`config.mk`:
```
export PLATFORM = sky130hd
export DESIGN_NAME = bcp_host_ctrl_flat
export DESIGN_NICKNAME = d
export VERILOG_FILES = /design/src/rtl/bcp_host_ctrl_if.sv /design/src/rtl/bcp_host_ctrl.sv /design/src/flat_wrapper.sv
export SDC_FILE = /design/constraint.sdc
export NUM_CORES = 1
export LEC_CHECK = 0
export ABC_AREA = 1
export CAP_MARGIN = 10
export CORE_MARGIN = 3
export CORE_UTILIZATION = 30
export CTS_CLUSTER_DIAMETER = 150
export CTS_CLUSTER_SIZE = 20
export DETAILED_ROUTE_END_ITERATION = 12
export PLACE_DENSITY = 0.57
export SYNTH_ARGS = -nofsm -noshare
export SYNTH_HDL_FRONTEND = slang
export SYNTH_SLANG_ARGS = --single-unit
```
`constraint.sdc`:
```
create_clock -name clk -period 2.1 [get_ports clk]
set_clock_uncertainty 0.1 [all_clocks]
set_input_delay 0.42 -clock clk [delete_from_list [all_inputs] [get_ports clk]]
set_output_delay 0.42 -clock clk [all_outputs]
set_load 0.05 [all_outputs]
```
`src/rtl/bcp_host_ctrl_if.sv`:
```
// Host-side bus of the BCP controller: command channel, core strobes, implied-literal
// stack, result stream and solve control/status.
interface bcp_host_ctrl_if #(
    parameter int DATA_W = 64,
    parameter int NODE_W = 40,
    parameter int PTR_W  = 24,
    parameter int LIT_W  = 16
);
    typedef logic [NODE_W-1:0] node_t;
    typedef logic [PTR_W-1:0]  dummy_entry_t;
    typedef logic [LIT_W-1:0]  lit_t;

    logic              start;
    logic              clear;
    logic              cmd_valid;
    logic              cmd_ready;
    logic [2:0]        cmd_type;
    logic [DATA_W-1:0] cmd_data;
    node_t             node_in;
    logic              node_in_valid;
    dummy_entry_t      dummy_ptr;
    logic              dummy_ptr_valid;
    logic              change_eng;
    lit_t              mem2uca;
    logic              mem2uca_valid;
    logic              mem2uca_done;
    logic              halt;
    logic              conflict;
    logic              stall;
    logic              mstack_empty;
    lit_t              mstack_lit;
    logic              mstack_pop;
    logic              res_valid;
    logic              res_ready;
    lit_t              res_lit;
    logic              done;
    logic [1:0]        status;
    logic              bad_cmd;
    logic [15:0]       lit_cnt;

    // Host / core environment side
    modport master (
        output start, clear, cmd_valid, cmd_type, cmd_data,
               conflict, stall, mstack_empty, mstack_lit, res_ready,
        input  cmd_ready, node_in, node_in_valid, dummy_ptr, dummy_ptr_valid,
               change_eng, mem2uca, mem2uca_valid, mem2uca_done, halt,
               mstack_pop, res_valid, res_lit, done, status, bad_cmd, lit_cnt
    );

    // Controller side
    modport slave (
        input  start, clear, cmd_valid, cmd_type, cmd_data,
               conflict, stall, mstack_empty, mstack_lit, res_ready,
        output cmd_ready, node_in, node_in_valid, dummy_ptr, dummy_ptr_valid,
               change_eng, mem2uca, mem2uca_valid, mem2uca_done, halt,
               mstack_pop, res_valid, res_lit, done, status, bad_cmd, lit_cnt
    );
endinterface

```
`src/rtl/bcp_host_ctrl.sv`:
```
// BCP host controller: loads clauses/pointers/unit literals into the core, runs it
// until conflict, quiescence or timeout, then drains the implied-literal stack.
module bcp_host_ctrl #(
    parameter int STALL_CYC = 4,
    parameter int TIMEOUT   = 65535,
    parameter int DATA_W    = 64,
    parameter int NODE_W    = 40,
    parameter int PTR_W     = 24,
    parameter int LIT_W     = 16
) (
    input  logic            clk,
    input  logic            rst_n,
    bcp_host_ctrl_if.slave  bus
);
    localparam int RUN_W = $clog2(TIMEOUT + 1);
    localparam int STL_W = $clog2(STALL_CYC + 1);

    typedef enum logic [2:0] {IDLE, LOAD, RUN, DRAIN, DONE} state_e;
    typedef enum logic [2:0] {
        CMD_CLAUSE = 3'd0, CMD_PTR = 3'd1, CMD_CHANGE_ENG = 3'd2,
        CMD_UNIT_LIT = 3'd3, CMD_UNIT_DONE = 3'd4
    } cmd_e;

    state_e             state, state_nxt;
    logic [RUN_W-1:0]   run_cnt, run_nxt;
    logic [STL_W-1:0]   stall_cnt, stall_nxt;
    logic [1:0]         exit_code;
    logic               accept, pop;

    logic [NODE_W-1:0]  node_q;
    logic [PTR_W-1:0]   ptr_q;
    logic [LIT_W-1:0]   lit_q;
    logic               node_vld_q, ptr_vld_q, chg_q, lit_vld_q, lit_done_q;
    logic [1:0]         status_q;
    logic               bad_q;
    logic [15:0]        lit_cnt_q;

    generate
        if (DATA_W > NODE_W) begin : g_unused
            logic unused_data_hi;
            assign unused_data_hi = ^bus.cmd_data[DATA_W-1:NODE_W];
        end
    endgenerate

    assign accept    = (state == LOAD) && bus.cmd_valid;
    assign pop       = (state == DRAIN) && !bus.mstack_empty && bus.res_ready;
    assign run_nxt   = run_cnt + RUN_W'(1);
    assign stall_nxt = bus.stall ? stall_cnt + STL_W'(1) : '0;

    always_ff @(posedge clk) begin
        if (!rst_n) state <= IDLE;
        else        state <= state_nxt;
    end

    // Exit priority in RUN: conflict, then quiescence, then timeout.
    always_comb begin
        state_nxt = state;
        exit_code = 2'd0;
        unique case (state)
            IDLE:  if (bus.start) state_nxt = LOAD;
            LOAD:  if (accept && cmd_e'(bus.cmd_type) == CMD_UNIT_DONE) state_nxt = RUN;
            RUN: begin
                if (bus.conflict)                          exit_code = 2'd2;
                else if (stall_nxt == STL_W'(STALL_CYC))   exit_code = 2'd1;
                else if (run_nxt == RUN_W'(TIMEOUT))       exit_code = 2'd3;
                if (exit_code != 2'd0) state_nxt = DRAIN;
            end
            DRAIN: if (bus.mstack_empty) state_nxt = DONE;
            DONE:  if (bus.clear) state_nxt = IDLE;
            default: state_nxt = IDLE;
        endcase
    end

    always_ff @(posedge clk) begin
        if (!rst_n) begin
            node_q     <= '0;
            ptr_q      <= '0;
            lit_q      <= '0;
            node_vld_q <= 1'b0;
            ptr_vld_q  <= 1'b0;
            chg_q      <= 1'b0;
            lit_vld_q  <= 1'b0;
            lit_done_q <= 1'b0;
            status_q   <= 2'd0;
            bad_q      <= 1'b0;
            lit_cnt_q  <= '0;
            run_cnt    <= '0;
            stall_cnt  <= '0;
        end else begin
            node_vld_q <= 1'b0;
            ptr_vld_q  <= 1'b0;
            chg_q      <= 1'b0;
            lit_vld_q  <= 1'b0;
            lit_done_q <= 1'b0;
            case (state)
                IDLE: if (bus.start) begin
                    status_q  <= 2'd0;
                    lit_cnt_q <= '0;
                    bad_q     <= 1'b0;
                    run_cnt   <= '0;
                    stall_cnt <= '0;
                end
                LOAD: if (accept) begin
                    case (bus.cmd_type)
                        CMD_CLAUSE:     begin node_q <= bus.cmd_data[NODE_W-1:0]; node_vld_q <= 1'b1; end
                        CMD_PTR:        begin ptr_q  <= bus.cmd_data[PTR_W-1:0];  ptr_vld_q  <= 1'b1; end
                        CMD_CHANGE_ENG: chg_q <= 1'b1;
                        CMD_UNIT_LIT:   begin lit_q  <= bus.cmd_data[LIT_W-1:0];  lit_vld_q  <= 1'b1; end
                        CMD_UNIT_DONE:  begin
                            lit_done_q <= 1'b1;
                            run_cnt    <= '0;
                            stall_cnt  <= '0;
                        end
                        default:        bad_q <= 1'b1;
                    endcase
                end
                RUN: begin
                    run_cnt   <= run_nxt;
                    stall_cnt <= stall_nxt;
                    if (exit_code != 2'd0) status_q <= exit_code;
                end
                DRAIN: if (pop && lit_cnt_q != 16'hFFFF) lit_cnt_q <= lit_cnt_q + 16'd1;
                default: ;
            endcase
        end
    end

    assign bus.cmd_ready       = (state == LOAD);
    assign bus.halt            = (state != RUN);
    assign bus.done            = (state == DONE);
    assign bus.res_valid       = (state == DRAIN) && !bus.mstack_empty;
    assign bus.res_lit         = bus.mstack_lit;
    assign bus.mstack_pop      = pop;
    assign bus.node_in         = node_q;
    assign bus.node_in_valid   = node_vld_q;
    assign bus.dummy_ptr       = ptr_q;
    assign bus.dummy_ptr_valid = ptr_vld_q;
    assign bus.change_eng      = chg_q;
    assign bus.mem2uca         = lit_q;
    assign bus.mem2uca_valid   = lit_vld_q;
    assign bus.mem2uca_done    = lit_done_q;
    assign bus.status          = status_q;
    assign bus.bad_cmd         = bad_q;
    assign bus.lit_cnt         = lit_cnt_q;
endmodule

```
`src/flat_wrapper.sv`:
```
// flat-port wrapper written by rule: the top's interface ports become plain ports
module bcp_host_ctrl_flat 
#(
    parameter int STALL_CYC = 4,
    parameter int TIMEOUT   = 65535,
    parameter int DATA_W    = 64,
    parameter int NODE_W    = 40,
    parameter int PTR_W     = 24,
    parameter int LIT_W     = 16
)
  (clk, rst_n, bus_start, bus_clear, bus_cmd_valid, bus_cmd_type, bus_cmd_data, bus_conflict, bus_stall, bus_mstack_empty, bus_mstack_lit, bus_res_ready, bus_cmd_ready, bus_node_in, bus_node_in_valid, bus_dummy_ptr, bus_dummy_ptr_valid, bus_change_eng, bus_mem2uca, bus_mem2uca_valid, bus_mem2uca_done, bus_halt, bus_mstack_pop, bus_res_valid, bus_res_lit, bus_done, bus_status, bus_bad_cmd, bus_lit_cnt);
  bcp_host_ctrl_if #(.DATA_W(DATA_W), .NODE_W(NODE_W), .PTR_W(PTR_W), .LIT_W(LIT_W)) bus_i ();
  input  logic clk;
  input  logic rst_n;
  input wire logic [$bits(bus_i.start)-1:0] bus_start;
  input wire logic [$bits(bus_i.clear)-1:0] bus_clear;
  input wire logic [$bits(bus_i.cmd_valid)-1:0] bus_cmd_valid;
  input wire logic [$bits(bus_i.cmd_type)-1:0] bus_cmd_type;
  input wire logic [$bits(bus_i.cmd_data)-1:0] bus_cmd_data;
  input wire logic [$bits(bus_i.conflict)-1:0] bus_conflict;
  input wire logic [$bits(bus_i.stall)-1:0] bus_stall;
  input wire logic [$bits(bus_i.mstack_empty)-1:0] bus_mstack_empty;
  input wire logic [$bits(bus_i.mstack_lit)-1:0] bus_mstack_lit;
  input wire logic [$bits(bus_i.res_ready)-1:0] bus_res_ready;
  output wire logic [$bits(bus_i.cmd_ready)-1:0] bus_cmd_ready;
  output wire logic [$bits(bus_i.node_in)-1:0] bus_node_in;
  output wire logic [$bits(bus_i.node_in_valid)-1:0] bus_node_in_valid;
  output wire logic [$bits(bus_i.dummy_ptr)-1:0] bus_dummy_ptr;
  output wire logic [$bits(bus_i.dummy_ptr_valid)-1:0] bus_dummy_ptr_valid;
  output wire logic [$bits(bus_i.change_eng)-1:0] bus_change_eng;
  output wire logic [$bits(bus_i.mem2uca)-1:0] bus_mem2uca;
  output wire logic [$bits(bus_i.mem2uca_valid)-1:0] bus_mem2uca_valid;
  output wire logic [$bits(bus_i.mem2uca_done)-1:0] bus_mem2uca_done;
  output wire logic [$bits(bus_i.halt)-1:0] bus_halt;
  output wire logic [$bits(bus_i.mstack_pop)-1:0] bus_mstack_pop;
  output wire logic [$bits(bus_i.res_valid)-1:0] bus_res_valid;
  output wire logic [$bits(bus_i.res_lit)-1:0] bus_res_lit;
  output wire logic [$bits(bus_i.done)-1:0] bus_done;
  output wire logic [$bits(bus_i.status)-1:0] bus_status;
  output wire logic [$bits(bus_i.bad_cmd)-1:0] bus_bad_cmd;
  output wire logic [$bits(bus_i.lit_cnt)-1:0] bus_lit_cnt;
  assign bus_i.start = bus_start;
  assign bus_i.clear = bus_clear;
  assign bus_i.cmd_valid = bus_cmd_valid;
  assign bus_i.cmd_type = bus_cmd_type;
  assign bus_i.cmd_data = bus_cmd_data;
  assign bus_i.conflict = bus_conflict;
  assign bus_i.stall = bus_stall;
  assign bus_i.mstack_empty = bus_mstack_empty;
  assign bus_i.mstack_lit = bus_mstack_lit;
  assign bus_i.res_ready = bus_res_ready;
  assign bus_cmd_ready = bus_i.cmd_ready;
  assign bus_node_in = bus_i.node_in;
  assign bus_node_in_valid = bus_i.node_in_valid;
  assign bus_dummy_ptr = bus_i.dummy_ptr;
  assign bus_dummy_ptr_valid = bus_i.dummy_ptr_valid;
  assign bus_change_eng = bus_i.change_eng;
  assign bus_mem2uca = bus_i.mem2uca;
  assign bus_mem2uca_valid = bus_i.mem2uca_valid;
  assign bus_mem2uca_done = bus_i.mem2uca_done;
  assign bus_halt = bus_i.halt;
  assign bus_mstack_pop = bus_i.mstack_pop;
  assign bus_res_valid = bus_i.res_valid;
  assign bus_res_lit = bus_i.res_lit;
  assign bus_done = bus_i.done;
  assign bus_status = bus_i.status;
  assign bus_bad_cmd = bus_i.bad_cmd;
  assign bus_lit_cnt = bus_i.lit_cnt;
  bcp_host_ctrl #(.STALL_CYC(STALL_CYC), .TIMEOUT(TIMEOUT), .DATA_W(DATA_W), .NODE_W(NODE_W), .PTR_W(PTR_W), .LIT_W(LIT_W)) u_core (.clk(clk), .rst_n(rst_n), .bus(bus_i));
endmodule
```
==> impl_metrics.py <==
metrics = {
    "route": {
        "wl_per_cell_um": 13.6,
        "drt_iter0_markers": 213,
        "finalWirelength_um": 16000,
        "drtAntennaViolNets": 0,
        "drc": 0,
        "viasPerCell": 4.51,
        "firstDrtPassIters": 4,
        "via_count": 5311,
    },
    "sta": {
        "fin_ws_ns": 0.0298,
        "slew_violations": 0,
        "fmax_mhz": 483,
        "relSlewSlack_pct": 56.7,
        "tns_ns": 0,
        "hold_viol_final": 0,
        "grt_setup_unrepaired": "true",
        "worst_slew_pin_slew_ns": 0.650,
        "setup_viol": 0,
        "fin_crit_ns": 2.07,
        "finalCritPeriodShare_pct": 98.6,
    },
    "floorplan": {
        "placementRows": 48,
        "die_h_um": 141,
        "die_width_um": 141,
        "start_util_pct": 31.0,
        "die_area_um2": 19800,
        "core_area_um2": 17500,
        "io_pins": 217,
    },
    "yosys": {
        "yosysSeqAreaShare_pct": 46.4,
        "synthesis.area_um2": 5440,
        "synth_edf_count": 0,
        "async_reset_ff_share_pct": 0,
        "yosysWarnings": 0,
        "syn_area_per_cell_um2": 7.10,
        "synth_top_flop_cell": "dfxtp_1",
        "ys_ff_latch": 126,
        "synth.net_count": 861,
        "synth.distinct_cells": 36,
        "synth_cells": 765,
    },
    "placed_design": {
        "gp_congestion": 0.816,
        "place_area_um2": 7390,
        "dp_worst_setup_slack_ns": -0.168,
        "hpwl_um": 11200,
        "numPortBuffers": 160,
    },
    "global_routing": {
        "antenna_found_initial": 0,
        "overflow": 0,
        "grt_pass1_wl_um": 26100,
        "grtUsageTotal_pct": 16.3,
        "grt_max_degree": 81,
        "grt_pass1_vias": 5225,
    },
    "setup_path": {
        "slowest_delay_ns": 0.81,
        "crit_slowest_cell": "clkdlybuf4s50_1",
        "cp_max_fo": 2,
        "critPathBufInv": 1,
        "crit_family": "buffers and inverters",
        "required_ns": 1.58,
        "path_cells": "clkdlybuf4s50_1",
        "worstPathArrival_ns": 1.55,
        "path_class": "reg2out",
        "end_kind": "output port",
        "start_kind": "register",
    },
    "power_and_ir_drop": {
        "finalPower_w": 0.00760,
        "powerDensity_nw_per_um2": 937,
        "ir_worst_vdd_uv": 551,
        "p_leak_nw": 3.80,
    },
    "finish": {
        "syn_to_final_growth_pct": 49.2,
        "nets": 1035,
        "antenna_cells": 0,
        "drive_gt1_share_pct": 15.3,
        "final_area_um2": 8110,
    },
    "clock_tree": {
        "cts_hold_buf": 0,
        "cts_max_level": 4,
        "clock_path_buffers": 2,
        "numCtsBuffers": 17,
        "clock_latency_ns": 0.42,
        "cts.clk_slew.worst_paths_ns": 0.06,
        "tritoncts": "yes",
        "ctsRootBufferMaster": "clkbuf_16",
        "clock-sinks": 126,
    },
    "worst_hold_path": {
        "hold_path_class": "in2reg",
    },
    "run_status": {
        "run_status": "finished clean",
    },
    "flow_run": {
        "maxCapViolations": 0,
    },
}
[registers in the layout, summed over array words and instances (netlist names), 2 cells and up]
name,count
u_core.run_cnt,16
u_core.bus.mem2uca,16
u_core.state,3
u_core.bus.node_in,40
u_core.bus.dummy_ptr,24
u_core.bus.lit_cnt,16
u_core.bus.status,2
u_core.stall_cnt,3
[metal layers]
layer  share of wire, %  global-route usage [%]  routed length [um]
met3                8.4                    7.36                1350
met5                  0                       0                   0
met4                1.3                    4.84                 201
met2                 47                    27.3                7520
met1                 43                    18.7                6950
[layout make-up]
cell class,count,area (um2)
flip-flops and latches,126,2530
inverters,55,206
fillers,1810,9430
well taps,225,282
clock buffers,22,474
repair buffers,200,1940
multi-input cells,539,2530
clock inverters,10,150
[cell usage after synthesis (3+ instances only)]
library cell    n  area, um2
nor3_1         11       55.1
xor2_1          5       43.8
nand2_1       125        469
a21oi_1        36        180
nand2_2         3       18.8
buf_2           8       40.0
nand3_1        23        115
nand4_1         9       56.3
o21ai_0        89        445
o21bai_1        3       22.5
nor2_2          4       25.0
clkbuf_1       19       71.3
nor2_1        201        754
ha_1            4       50.1
nor4_1          4       25.0
dfxtp_1       126       2520
buf_4          16        120
inv_2           4       15.0
xnor2_1         4       35.0
clkinv_1        3       11.3
inv_1          48        180
[worst paths after layout]
check	end	cells after the start	start	slack, ns
setup reg to reg	u_core.state[1]$_SDFFE_PN0P_	12	u_core.run_cnt[1]$_SDFFE_PN0P_	0.14
hold / removal	u_core.state[2]$_SDFFE_PN0P_	3	rst_n	0.20
hold reg to reg	u_core.bus.status[1]$_SDFFE_PN0P_	2	u_core.bus.status[1]$_SDFFE_PN0P_	0.36
setup / recovery	bus_mem2uca[7]	1	u_core.bus.mem2uca[7]$_SDFFE_PN0P_	0.03
[stage by stage]
| stage | cells | utilization [%] | hold WS (ns) |
|---|---|---|---|
| 6_report | 1177 | 46.3 | 0.195 |
| 5_1_grt | 1177 | 46.3 | 0.198 |
| 4_1_cts | 1176 | 45.5 | 0.187 |
| 3_5_place_dp | 1144 | 42.2 | 0.358 |
| 3_3_place_gp | 1144 | 42.2 | 0.359 |
| 2_1_floorplan | 765 | - | 0.344 |
[cell usage in the layout, fill, tap and decap left out, drive strengths merged]
cell	n
nor2	207
nand2	128
dfxtp	126
o21ai	92
buf	74
inv	56
clkdlybuf4s50	54
dlygate4sd2	45
a21oi	37
dlymetal6s2s	27
nand3	25
clkbuf	22
nor3	12
nand4	10
xor2	5
clkinv	5
nor4	4
xnor2	4
ha	4
o21bai	3
bufinv	3
nand3b	2
or2	2
nor3b	1
a22oi	1
a211oi	1
a31oi	1
clkinvlp	1
[timing repair]
item / CTS / global route
endpoints found under the setup margin: 50 / 37
pin swaps: 2 / 4
resized for setup: 48 / 46
buffers inserted: 0 / 1
[logic make-up after synthesis]
| group | synth area share [%] |
|---|---|
| AND/OR/NAND/NOR | 30.0 |
| AO/OA/AOI/OAI | 12.9 |
| flip-flops | 46.4 |
| buffers and inverters | 8.33 |
| XOR/XNOR | 1.45 |
| adder cells (fa/ha/maj) | 0.921 |
[worst min-delay path: cells and delay by family]
kind	cells	cell delay [ns]
buffers and inverters	1	0.14
and+or+nand+nor	2	0.10
[power by group]
| group | total (W) | switching, W | internal [W] |
|---|---|---|---|
| logic | 0.00191 | 0.00121 | 0.000701 |
| clock network | 0.00312 | 0.00114 | 0.00198 |
| registers | 0.00257 | 0.0000710 | 0.00250 |
(Power assumes the default switching activity.)
